**src/rtl/y_bus_arbiter4_pkg.sv**
```systemverilog
// y_bus_arbiter4_pkg: shared state encodings and default bus sizing for the result-bus arbiter and its clients.
package y_bus_arbiter4_pkg;
  localparam logic IDLE  = 1'b0;
  localparam logic GRANT = 1'b1;
  localparam int DEF_SIZE     = 32;
  localparam int DEF_MAX_HOLD = 4;
  localparam int DEF_CNT_W    = 3;
endpackage

```
**src/rtl/y_bus_arbiter4_mux.sv**
```systemverilog
// yMux4to1: 4:1 word multiplexer driven by a 2-bit select.
module yMux4to1 #(
  parameter int SIZE = 32
) (
  input  logic [SIZE-1:0] a0,
  input  logic [SIZE-1:0] a1,
  input  logic [SIZE-1:0] a2,
  input  logic [SIZE-1:0] a3,
  input  logic [1:0]      c,
  output logic [SIZE-1:0] z
);
  assign z = c[1] ? (c[0] ? a3 : a2) : (c[0] ? a1 : a0);
endmodule

```
**src/rtl/y_bus_arbiter4.sv**
```systemverilog
// y_bus_arbiter4: round-robin owner of a shared result bus, bursts of at most MAX_HOLD cycles.
module y_bus_arbiter4
  import y_bus_arbiter4_pkg::*;
#(
  parameter int SIZE     = DEF_SIZE,
  parameter int MAX_HOLD = DEF_MAX_HOLD,
  parameter int CNT_W    = DEF_CNT_W
) (
  input  logic            clk,
  input  logic            rst,
  input  logic [3:0]      req,
  input  logic [SIZE-1:0] a0,
  input  logic [SIZE-1:0] a1,
  input  logic [SIZE-1:0] a2,
  input  logic [SIZE-1:0] a3,
  output logic [3:0]      gnt,
  output logic [1:0]      sel,
  output logic            valid,
  output logic [SIZE-1:0] z
);
  logic            state;
  logic [1:0]      ptr;
  logic [CNT_W-1:0] cnt;
  logic            rel;
  logic            found;
  logic [1:0]      base;
  logic [1:0]      win;
  logic [SIZE-1:0] mux_z;
  assign valid = (state == GRANT);
  assign rel   = valid && (!req[sel] || cnt == CNT_W'(MAX_HOLD - 1));
  // On release the search starts just past the outgoing owner so it can hand off at the same edge.
  assign base  = rel ? sel + 2'd1 : ptr;
  always_comb begin
    found = 1'b0;
    win   = base;
    for (int i = 3; i >= 0; i--) begin
      if (req[base + 2'(i)]) begin
        found = 1'b1;
        win   = base + 2'(i);
      end
    end
  end
  always_ff @(posedge clk) begin
    if (rst) begin
      state <= IDLE;
      gnt   <= 4'b0000;
      sel   <= 2'd0;
      ptr   <= 2'd0;
      cnt   <= '0;
    end else begin
      if (!valid || rel) begin
        state <= found ? GRANT : IDLE;
        gnt   <= found ? 4'b0001 << win : 4'b0000;
        sel   <= found ? win : sel;
        cnt   <= '0;
      end else begin
        cnt <= cnt + CNT_W'(1);
      end
      if (rel) ptr <= sel + 2'd1;
    end
  end
  yMux4to1 #(.SIZE(SIZE)) u_mux (
    .a0(a0),
    .a1(a1),
    .a2(a2),
    .a3(a3),
    .c (sel),
    .z (mux_z)
  );
  assign z = mux_z & {SIZE{valid}};
endmodule

```
**config.mk**
```make
export PLATFORM = sky130hd
export DESIGN_NAME = y_bus_arbiter4
export DESIGN_NICKNAME = d
export VERILOG_FILES = /design/src/rtl/y_bus_arbiter4_pkg.sv /design/src/rtl/y_bus_arbiter4_mux.sv /design/src/rtl/y_bus_arbiter4.sv
export SDC_FILE = /design/constraint.sdc
export NUM_CORES = 1
export LEC_CHECK = 0
export ABC_CLOCK_PERIOD_IN_PS = 5500
export CAP_MARGIN = 20
export CORE_MARGIN = 4
export CORE_UTILIZATION = 32
export DETAILED_ROUTE_END_ITERATION = 10
export PLACE_DENSITY = 0.86
export SYNTH_ARGS = -nofsm -noshare
export SYNTH_HDL_FRONTEND = slang
export SYNTH_HIERARCHICAL = 1
export SYNTH_SLANG_ARGS = --single-unit
```
**constraint.sdc**
```tcl
create_clock -name clk -period 5.5 [get_ports clk]
set_input_delay 0.825 -clock clk [delete_from_list [all_inputs] [get_ports clk]]
set_output_delay 0.825 -clock clk [all_outputs]
set_load 0.005 [all_outputs]
```
=== Word level (Yosys, flattened, before mapping) ===
Index checks and enable logic that the tools add are counted.

* Flip-flop bits (word level): 12
* Input port bits: 134
* Output and inout port bits: 39
* Word-level logic and storage cells: 49

* $add $sub $neg: 5
* Order comparisons: 5
* Equality and inequality tests: 1
* Shift-type cells: 1
* Mux-type cells: 24
* Bitwise operators: 1
* Reductions and logical operators: 7

{| class="wikitable"
|+ Operators by type and width
! cell !! number
|-
| 32-bit 2-to-1 mux || 3
|-
| 32-bit AND || 1
|-
| 2-bit by 3-bit less-than comparator with 1-bit output (second input constant) || 5
|-
| 1-bit binary-select mux with 2-bit select || 5
|-
| 1-bit 2-to-1 mux || 10
|-
| 2-bit 2-to-1 mux || 5
|-
| 2-bit by 1-bit adder with 2-bit output (second input constant) || 2
|-
| 2-bit adder (second input constant) || 2
|-
| 4-bit 2-to-1 mux || 1
|-
| 1-bit by 2-bit << shifter with 4-bit output (first input constant) || 1
|-
| 3-bit by 1-bit adder with 3-bit output (second input constant) || 1
|-
| 3-bit by 2-bit equality test with 1-bit output (second input constant) || 1
|-
| 1-bit logical NOT || 2
|-
| 1-bit logical OR || 2
|-
| 2-bit AND reduction || 1
|-
| 2-bit OR reduction || 1
|-
| 1-bit logical AND || 1
|}

=== Longest topological paths before layout ===
Gate-level depths: netlist of run 1.

* Depth after elaboration: 15
* Depth in mapped cells: 8
* Gate-level depth less buffers: 8

=== Modules after synthesis ===
The synthesis of run 1 kept the hierarchy.

{| class="wikitable"
|+ By module, submodules not included
! module !! instances !! cells each !! area an instance (um^2) !! sequential area each (um^2)
|-
| y_bus_arbiter4 || 1 || 108 || 898.4 || 240.2
|-
| yMux4to1 || 1 || 39 || 814.5 || 0.0
|}

=== Worst setup path after synthesis of run 1 ===
OpenSTA, ideal clock, no wires.

* Path kind: input -> register
* From: input req[0]
* To: register gnt[0]
* Library setup time: 0.117 ns
* Arrival time: 2.827 ns
* Data required time: 5.383 ns
* Path slack: 2.556 ns
* Stages: 6
* Buffers on the path: 0
* Cells stage by stage: mux2_4 a221oi_4 mux2i_1 a211oi_1 or4_1 a32o_1

* Word-level cells in the longest chain between the ends: 15
* Elaborated cells between the ends (all ways): 28
* Classes of those cells: add/sub (3); shift (1); mux (20); reduce/logical (4)

{| class="wikitable"
|+ Ends and longest elaborated chain
! what !! RTL line !! text
|-
| start, declared || y_bus_arbiter4.sv:11 || <nowiki>input logic [3:0] req,</nowiki>
|-
| 1-bit binary-select mux with 2-bit select || y_bus_arbiter4.sv:30 || <nowiki>assign rel = valid && (!req[sel] || cnt == CNT_W'(MAX_HOLD - 1));</nowiki>
|-
| 1-bit 2-to-1 mux (implied by the code) || y_bus_arbiter4.sv:30 ||
|-
| 1-bit logical NOT || y_bus_arbiter4.sv:30 ||
|-
| 1-bit logical OR || y_bus_arbiter4.sv:30 ||
|-
| 1-bit logical AND || y_bus_arbiter4.sv:30 ||
|-
| 2-bit 2-to-1 mux || n/a ||
|-
| 2-bit adder || y_bus_arbiter4.sv:37, y_bus_arbiter4.sv:39 ||
|-
| 1-bit binary-select mux with 2-bit select || y_bus_arbiter4.sv:37 || <nowiki>if (req[base + 2'(i)]) begin</nowiki>
|-
| 1-bit 2-to-1 mux (implied by the code) || y_bus_arbiter4.sv:37 ||
|-
| 2-bit 2-to-1 mux (4 in series) || y_bus_arbiter4.sv:37 ||
|-
| 1-bit by 2-bit << shifter with 4-bit output || y_bus_arbiter4.sv:53 || <nowiki>gnt <= found ? 4'b0001 << win : 4'b0000;</nowiki>
|-
| 4-bit 2-to-1 mux || y_bus_arbiter4.sv:53 ||
|-
| end signal, assigned || y_bus_arbiter4.sv:53 ||
|-
| end, declared || y_bus_arbiter4.sv:16 || <nowiki>output logic [3:0] gnt,</nowiki>
|}

Parallel ways exist; a longest one is shown, timed or not. The select of a mux whose other input is x is not followed.
A chain may end at the register's enable or synchronous reset.

=== Final worst setup path of run 1 ===
* From: register sel[0]
* To: output z[7]

* Word-level cells in the longest chain between the ends: 3
* Elaborated cells between the ends (all ways): 4
* Classes of those cells: mux (3); bitwise (1)

{| class="wikitable"
|+ Ends and longest elaborated chain
! what !! RTL line !! text
|-
| start, declared || y_bus_arbiter4.sv:17 || <nowiki>output logic [1:0] sel,</nowiki>
|-
| start signal, assigned || y_bus_arbiter4.sv:54 || <nowiki>sel <= found ? win : sel;</nowiki>
|-
| 32-bit 2-to-1 mux || y_bus_arbiter4_mux.sv:12 || <nowiki>assign z = c[1] ? (c[0] ? a3 : a2) : (c[0] ? a1 : a0);</nowiki>
|-
| 32-bit 2-to-1 mux * || y_bus_arbiter4_mux.sv:12 ||
|-
| net mux_z[7] || y_bus_arbiter4.sv:28 || <nowiki>logic [SIZE-1:0] mux_z;</nowiki>
|-
| 32-bit AND * || y_bus_arbiter4.sv:70 || <nowiki>assign z = mux_z & {SIZE{valid}};</nowiki>
|-
| end, declared || y_bus_arbiter4.sv:19 || <nowiki>output logic [SIZE-1:0] z</nowiki>
|}

Mark *: on every way through the listed nets, which the timed path passes. The rest lies on a longest branch.

==> key figures, run 1 <==
STA
  • Fin. Hold Viols: 0
  • Tmin final: 3577 ps
  • RSZ-0062 raised after global routing: no
  • Final Hold Slack: 432.6 ps
  • Worst-Margin Slew: approximately 1100 ps
  • Fin crit share: 65.04%
  • Fin Setup TNS: 0 ps
  • Max frequency: 279.6 MHz
  • Worst Skew: 3.727 ps
  • Final setup fails: 0
  • Setup ws final: roughly 1900 ps
  • Fin. max-slew vios: 0
  • Slew margin rel.: 29.63%

Finish
  • P&R area growth vs syn: 103.5%
  • Ant. Diodes: 0
  • # nets final: 450
  • Share of cells above drive strength 1: a little over an eighth
  • Final non-filler cell area: 3486 um2

Global route
  • Initial antenna violation count: 0
  • Remaining Overflow, GRT: 0
  • First-pass GRT wire length: 10720 um
  • Gr usage total: 21.51%
  • GR Util met3: 5.876%
  • Met2 Track Usage GR: 39.49%
  • Vias in the first global route: 2041
  • Global routing usage on met1: 23.40%
  • Largest net degree at the start of global routing: 41
  • Gr busiest metal: met2

Route
  • Wire per inst: about 20 um
  • DR vias: 2024
  • DRT Wirelength: slightly below 8000 um
  • First-pass DRT Iterations: 4
  • DR vias/cell: 5.285
  • DRC viols: 0
  • Iteration-0 DRC Markers: 61
  • Antenna Nets Post-Route: 0

Power
  • Cell area power density: 173.8 nW/um2
  • Leak: 1.220 nW
  • Maximum VDD drop: 0.1178 mV
  • Total Power: 605.9 uW

Floorplanning
  • Core Rows: 26
  • Initial Util: approximately a third
  • Ports: 173
  • Die width: 81.16 um
  • Core ar.: 5140 um2
  • Die ar.: 6587 um2
  • Die height: between 80 and 90 um

Place
  • Setup WS pre-CTS: 1805 ps
  • Post-DP HPWL: 6424 um
  • Gpl congestion: between 0.8 and 0.9
  • Cell Area, Placed: around 3400 um2
  • # port buffers: about 170

Synthesis
  • Synth area leader: mux4_2
  • Yosys reg bits: 12
  • Most common cell in the netlist: and2_1
  • Net Count, Synth: 283
  • Synth Flop Type: dfxtp_1
  • Post-Syn Area per Cell: 11.65 um2
  • Number of synthesized flops with an enable pin: 0
  • Register area share after synthesis: approximately 14%
  • Yosys warns: 6
  • Post-synth top area share: 39.44%
  • Ys async rst share: 0%
  • Cell count after synthesis: approximately 150
  • Cell Area, Synth: 1713 um2
  • Post-synthesis cell type count: 39
  • Synth area leaders: mux4_2, dfxtp_1, and2_1
  • Most instantiated cells after synthesis: and2_1, mux4_2, dfxtp_1

Setup path
  • Critical path startpoint category: flop
  • Worst R2R Start: valid$_SDFFE_PP0P_
  • Setup crit start: sel[0]$_SDFFE_PP0P_
  • Crit path buffers/inverters: 2
  • Crit-path max cell delay: approximately 900 ps
  • CP endpoint kind: primary output
  • Critical Path AT: 2750 ps
  • CP required: 4680 ps
  • Critical path's top delay family: flip-flops
  • Crit-path slowest cell: dfxtp_2
  • Crit path cell chain: buf_4 > mux4_2 > and2_1 > clkdlybuf4s50_1
  • Crit path kind: flop to primary output
  • Crit Path Max Fanout: 28

Clock network
  • Clock Latency Late Sink: 250 ps
  • Reg clk slew, reported paths: 50 ps
  • Bufs on Longest Clock Path: 2
  • Clock H-tree levels: 1
  • Root buf cell: clkbuf_8
  • Cts bufs inserted: 3
  • Sink Count: 12
  • PostCTS Resize Cnt: 0
  • Post-CTS setup buffers: 0
  • CTS tree: done
  • Post-CTS Hold Fix Bufs: 0

Outcome
  • Outcome: complete, no violations

Run
  • Maxcap violations: 0

Worst hold path
  • Hold path startpoint: cnt[0]$_SDFF_PP0_
  • HP Class: flop to flop
==> worst paths after layout <==
kind / to / slack [ps] / cells after the start
max: z[7] / 1920 / 4
min: cnt[0]$_SDFF_PP0_ / 430 / 1
max reg2reg: gnt[2]$_SDFFE_PP0P_ / 2150 / 6
min reg2reg: cnt[0]$_SDFF_PP0_ / 430 / 1
==> final cells by class <==
class                      count  area (um2)
inverter                       4       15.01
fill                         423        1654
timing repair buffer         173        1729
sequential                    12       242.7
multi-input combinational    120        1356
clock buffer                   4       55.05
tap                           70       87.58
==> metrics by stage <==
stage          std cells  util [%]
5_1_grt              383     67.82
3_5_place_dp         379     66.75
3_3_place_gp         379     66.75
4_1_cts              383     67.82
6_report             383     67.82
2_1_floorplan        147         -
==> cells in the final DEF, fill, tap and decap left out <==
cell / count
o21ai_0: 1
nand3_1: 2
clkbuf_8: 4
a221oi_4: 1
a22oi_1: 1
mux4_1: 2
or3_1: 1
a211oi_1: 2
a32o_1: 4
ha_1: 2
a2111oi_0: 1
a22o_2: 1
a21oi_1: 3
xor2_1: 1
mux2_4: 2
inv_1: 4
dfxtp_2: 2
nor4_1: 3
or2_2: 1
nand2b_1: 1
mux4_2: 30
o21bai_1: 1
nand4bb_1: 1
nor2b_1: 2
a21o_1: 1
o32ai_1: 1
mux2i_1: 3
o32a_2: 1
clkdlybuf4s50_1: 172
nor3_1: 4
o311ai_0: 1
dfxtp_1: 10
and3b_1: 1
a31oi_1: 2
nor2_1: 8
and2_1: 34
buf_4: 1
or4_1: 1
==> state kept, by name (all words and copies together), names as in the netlist <==
name,count
gnt,4
sel,2
cnt,3
ptr,2
valid,1
==> layer usage <==
layer | vias to the layer above | routed length (um)
li1 | 929 | -
met5 | - | 0
met3 | 21 | 715
met2 | 104 | 4078
met1 | 970 | 2743
met4 | 0 | 219
==> worst reg2reg max path: cells and delay by family, from the launching register on <==
kind	cells	cell delay (ps)
muxes	1	480
AOI/OAI and AO/OA	3	810
DFF	1	1010
and+or+nand+nor	1	560
buffers and inverters	1	380
==> kinds of logic after synthesis <==
logic type	share of synthesized area [%]
simple gates	20.45
mux	46.02
compound gates	10.74
buf+inv	6.793
flops	14.02
fa+ha+maj	1.461
xor+xnor	0.5114
==> power breakdown <==
group | switching (mW) | total [mW] | internal [mW]
registers | 0.0437 | 0.141 | 0.0973
clock network | 0.0369 | 0.100 | 0.0635
logic | 0.0995 | 0.365 | 0.265
total | 0.180 | 0.606 | 0.426
(Power assumes the default switching activity.)
==> run 2, diff against run 1 <==
--- a/config.mk
+++ b/config.mk
@@ -5,12 +5,12 @@
 export SDC_FILE = /design/constraint.sdc
 export NUM_CORES = 1
 export LEC_CHECK = 0
-export ABC_CLOCK_PERIOD_IN_PS = 5500
+export ABC_CLOCK_PERIOD_IN_PS = 3700
 export CAP_MARGIN = 20
 export CORE_MARGIN = 4
-export CORE_UTILIZATION = 32
+export CORE_UTILIZATION = 30
 export DETAILED_ROUTE_END_ITERATION = 10
-export PLACE_DENSITY = 0.86
+export PLACE_DENSITY = 0.82
 export SYNTH_ARGS = -nofsm -noshare
 export SYNTH_HDL_FRONTEND = slang
 export SYNTH_HIERARCHICAL = 1
==> constraint.sdc (replaced) <==
create_clock -name clk -period 3.7 [get_ports clk]
set_input_delay 0.555 -clock clk [delete_from_list [all_inputs] [get_ports clk]]
set_output_delay 0.555 -clock clk [all_outputs]
set_load 0.005 [all_outputs]
==> run 2 against run 1 <==
Worst hold slack better by 17 ps. Flip-flop and latch count unchanged. Critical path depth up 3. Register-to-register slack worse by 1400 ps. Global-route usage up 0.076 points. Via count down 0.15%. Count of clock-buffer cells in the layout unchanged. Non-clock buffer count up 3. Die area up 6.0%. Clock power up 44%. Total power up 49%. Wire length up 1.9%. Critical endpoint is now gnt[2]$_SDFFE_PP0P_. Largest cell class unchanged.
==> key figures, run 2 (same netlist as run 1, synthesis figures left out) <==
Floorplanning
  • Core ar.: 5507 um2 (+7.1%)
  • Core Rows: 27 (+3.8%)
  • Die ar.: 6982 um2 (+6.0%)
  • Die width: 83.56 um (+3.0%)
  • Initial Util: 31.11% (-2.2 points)
  • Die height: 83.56 um (+3.0%)
  • Ports: 173 (unchanged)

Power
  • Leak: 1.235 nW (+1.2%)
  • Clk pwr share: 16.0% (-0.6 points)
  • Int Pwr: 635.3 uW (+49%)
  • Comb power frac: 65.2% (+5.0 points)
  • Sequential share of power: 18.7% (-4.6 points)
  • Switching Power: 265.8 uW (+48%)
  • Switching share of power: 29.50% (-0.22 points)
  • Maximum VDD drop: 0.2278 mV (+93%)
  • Cell area power density: 256.8 nW/um2 (+48%)

Global route
  • Largest net degree at the start of global routing: 36 (-12%)
  • Global routing usage on met1: 26.15% (+2.8 points)
  • Gr busiest metal: met2
  • Met2 Track Usage GR: 38.97% (-0.52 points)
  • Gr usage total: 21.59% (+0.076 points)
  • Initial antenna violation count: 0 (unchanged)
  • Remaining Overflow, GRT: 0 (unchanged)
  • First-pass GRT wire length: 12020 um (+12%)
  • GR Util met3: 5.627% (-0.25 points)
  • Vias in the first global route: 2051 (+0.49%)

Clock network
  • Post-CTS Hold Fix Bufs: 0 (unchanged)
  • Clock H-tree levels: 1 (unchanged)
  • CTS tree: done
  • Root buf cell: clkbuf_8
  • Sink Count: 12 (unchanged)
  • PostCTS Resize Cnt: 0 (unchanged)
  • Cts bufs inserted: 3 (unchanged)
  • Post-CTS setup buffers: 0 (unchanged)
  • Clock Latency Late Sink: 240 ps (about the same)
  • Reg clk slew, reported paths: 50 ps (about the same)
  • Bufs on Longest Clock Path: 2 (unchanged)

Place
  • Post-DP HPWL: 6668 um (+3.8%)
  • # port buffers: 172 (unchanged)
  • Gpl congestion: 0.8739 (-0.49%)
  • DP Cell Count: 384 (+1.3%)

Finish
  • Most common cell after layout, fill and taps aside: clkdlybuf4s50_1
  • Biggest register: gnt
  • Share of cells above drive strength 1: 14.24% (+0.50 points)
  • Ant. Diodes: 0 (unchanged)
  • P&R area growth vs syn: 104.9%
  • Post-Layout Cell Count: 388 (+1.3%)
  • Largest register FFs: 4 (unchanged)
  • # nets final: 453 (+0.67%)
  • Fillcell total: 470 (+11%)
  • Commonest non-fill, non-tap cells in the layout: clkdlybuf4s50_1, and2_1, mux4_2
  • Largest registers: gnt (4), cnt (3)

STA
  • Worst-Margin Slew: 562.4 ps (-491.7 ps)
  • Fin Setup TNS: 0 ps (unchanged)
  • Fin. Hold Viols: 0 (unchanged)
  • Worst Skew: 5.608 ps (+1.881 ps)
  • Max frequency: 308.8 MHz
  • RSZ-0062 raised after global routing: no
  • Final setup fails: 0 (unchanged)
  • Fin crit share: 87.52%
  • Fin. max-slew vios: 0 (unchanged)
  • Slew margin rel.: 62.22% (+33 points)
  • Tmin final: 3238 ps

Setup path
  • CP required: 3830 ps (-850 ps)
  • Critical path startpoint category: input port
  • CP endpoint kind: flop
  • Critical Path AT: 3370 ps (+620 ps)
  • Reg2reg setup slack: 710 ps (-1440 ps)
  • Crit path kind: input port to flop
  • Crit Path Max Fanout: 8 (-71%)

Run
  • Maxcap violations: 0 (unchanged)

Worst hold path
  • HP Class: flop to flop

Route
  • First-pass DRT Iterations: 4 (unchanged)
  • DR vias/cell: 5.209 (-1.4%)
  • DR vias: 2021 (-0.15%)
  • Iteration-0 DRC Markers: 83 (+36%)
  • DRT Wirelength: 7907 um (+1.9%)
  • DRC viols: 0 (unchanged)
  • Wire per inst: 20.38 um (+0.62%)
  • Antenna Nets Post-Route: 0 (unchanged)

Outcome
  • Outcome: complete, no violations
[run 2: layer usage]
layer  up-vias  part of all wire, %
li1        935                    -
met1       969                   38
met2       109                   53
met3         8                  8.1
met4         0                  1.4
met5         -                    0
[run 2: per-stage QoR]
stage / hold slack (ps) / power (mW) / utilization, % / cell area (um2) / setup WS [ps]
final: 449.8 / 0.9012 / 63.74 / 3510 / 461.9
after global routing: 484.6 / 0.9551 / 63.74 / 3510 / 336.5
after CTS: 449.6 / 0.9085 / 63.74 / 3510 / 483.1
after detailed placement: 442.0 / 0.7611 / 62.74 / 3455 / 235.0
after global placement: 420.3 / 0.7507 / 62.74 / 3455 / 330.3
after floorplan: 407.2 / 0.4781 / - / 1713 / 1026
[run 2: power groups by stage]
| stage | registers [mW] | logic, mW | clock network [mW] |
|---|---|---|---|
| finish | 0.169 | 0.588 | 0.144 |
| global route | 0.173 | 0.627 | 0.155 |
| CTS | 0.170 | 0.592 | 0.147 |
| detailed placement | 0.172 | 0.589 | 0 |
| global placement | 0.172 | 0.579 | 0 |
| floorplan | 0.163 | 0.315 | 0 |
[run 2: critical path: stages]
cell and delay, ps:
clkdlybuf4s50_1 540, mux2_4 350, a221oi_4 400, mux2i_1 500, a211oi_1 200, or4_1 550, a32o_1 260
[run 2: cell type report]
type	count	area, um2	area share (%)
sequential	12	241.5	6.881
clock buffer	4	55.05	1.569
inverter	4	15.01	0.4278
tap	72	90.09	2.567
multi-input combinational	120	1356	38.65
timing repair buffer	176	1752	49.91
[run 2: worst paths after layout]
| kind | from | endpoint | depth (start not counted) |
|---|---|---|---|
| hold / removal | cnt[0]$_SDFF_PP0_ | cnt[0]$_SDFF_PP0_ | 1 |
| setup reg to reg | sel[0]$_SDFFE_PP0P_ | gnt[2]$_SDFFE_PP0P_ | 6 |
| setup / recovery | req[1] | gnt[2]$_SDFFE_PP0P_ | 7 |
| hold reg to reg | cnt[0]$_SDFF_PP0_ | cnt[0]$_SDFF_PP0_ | 1 |
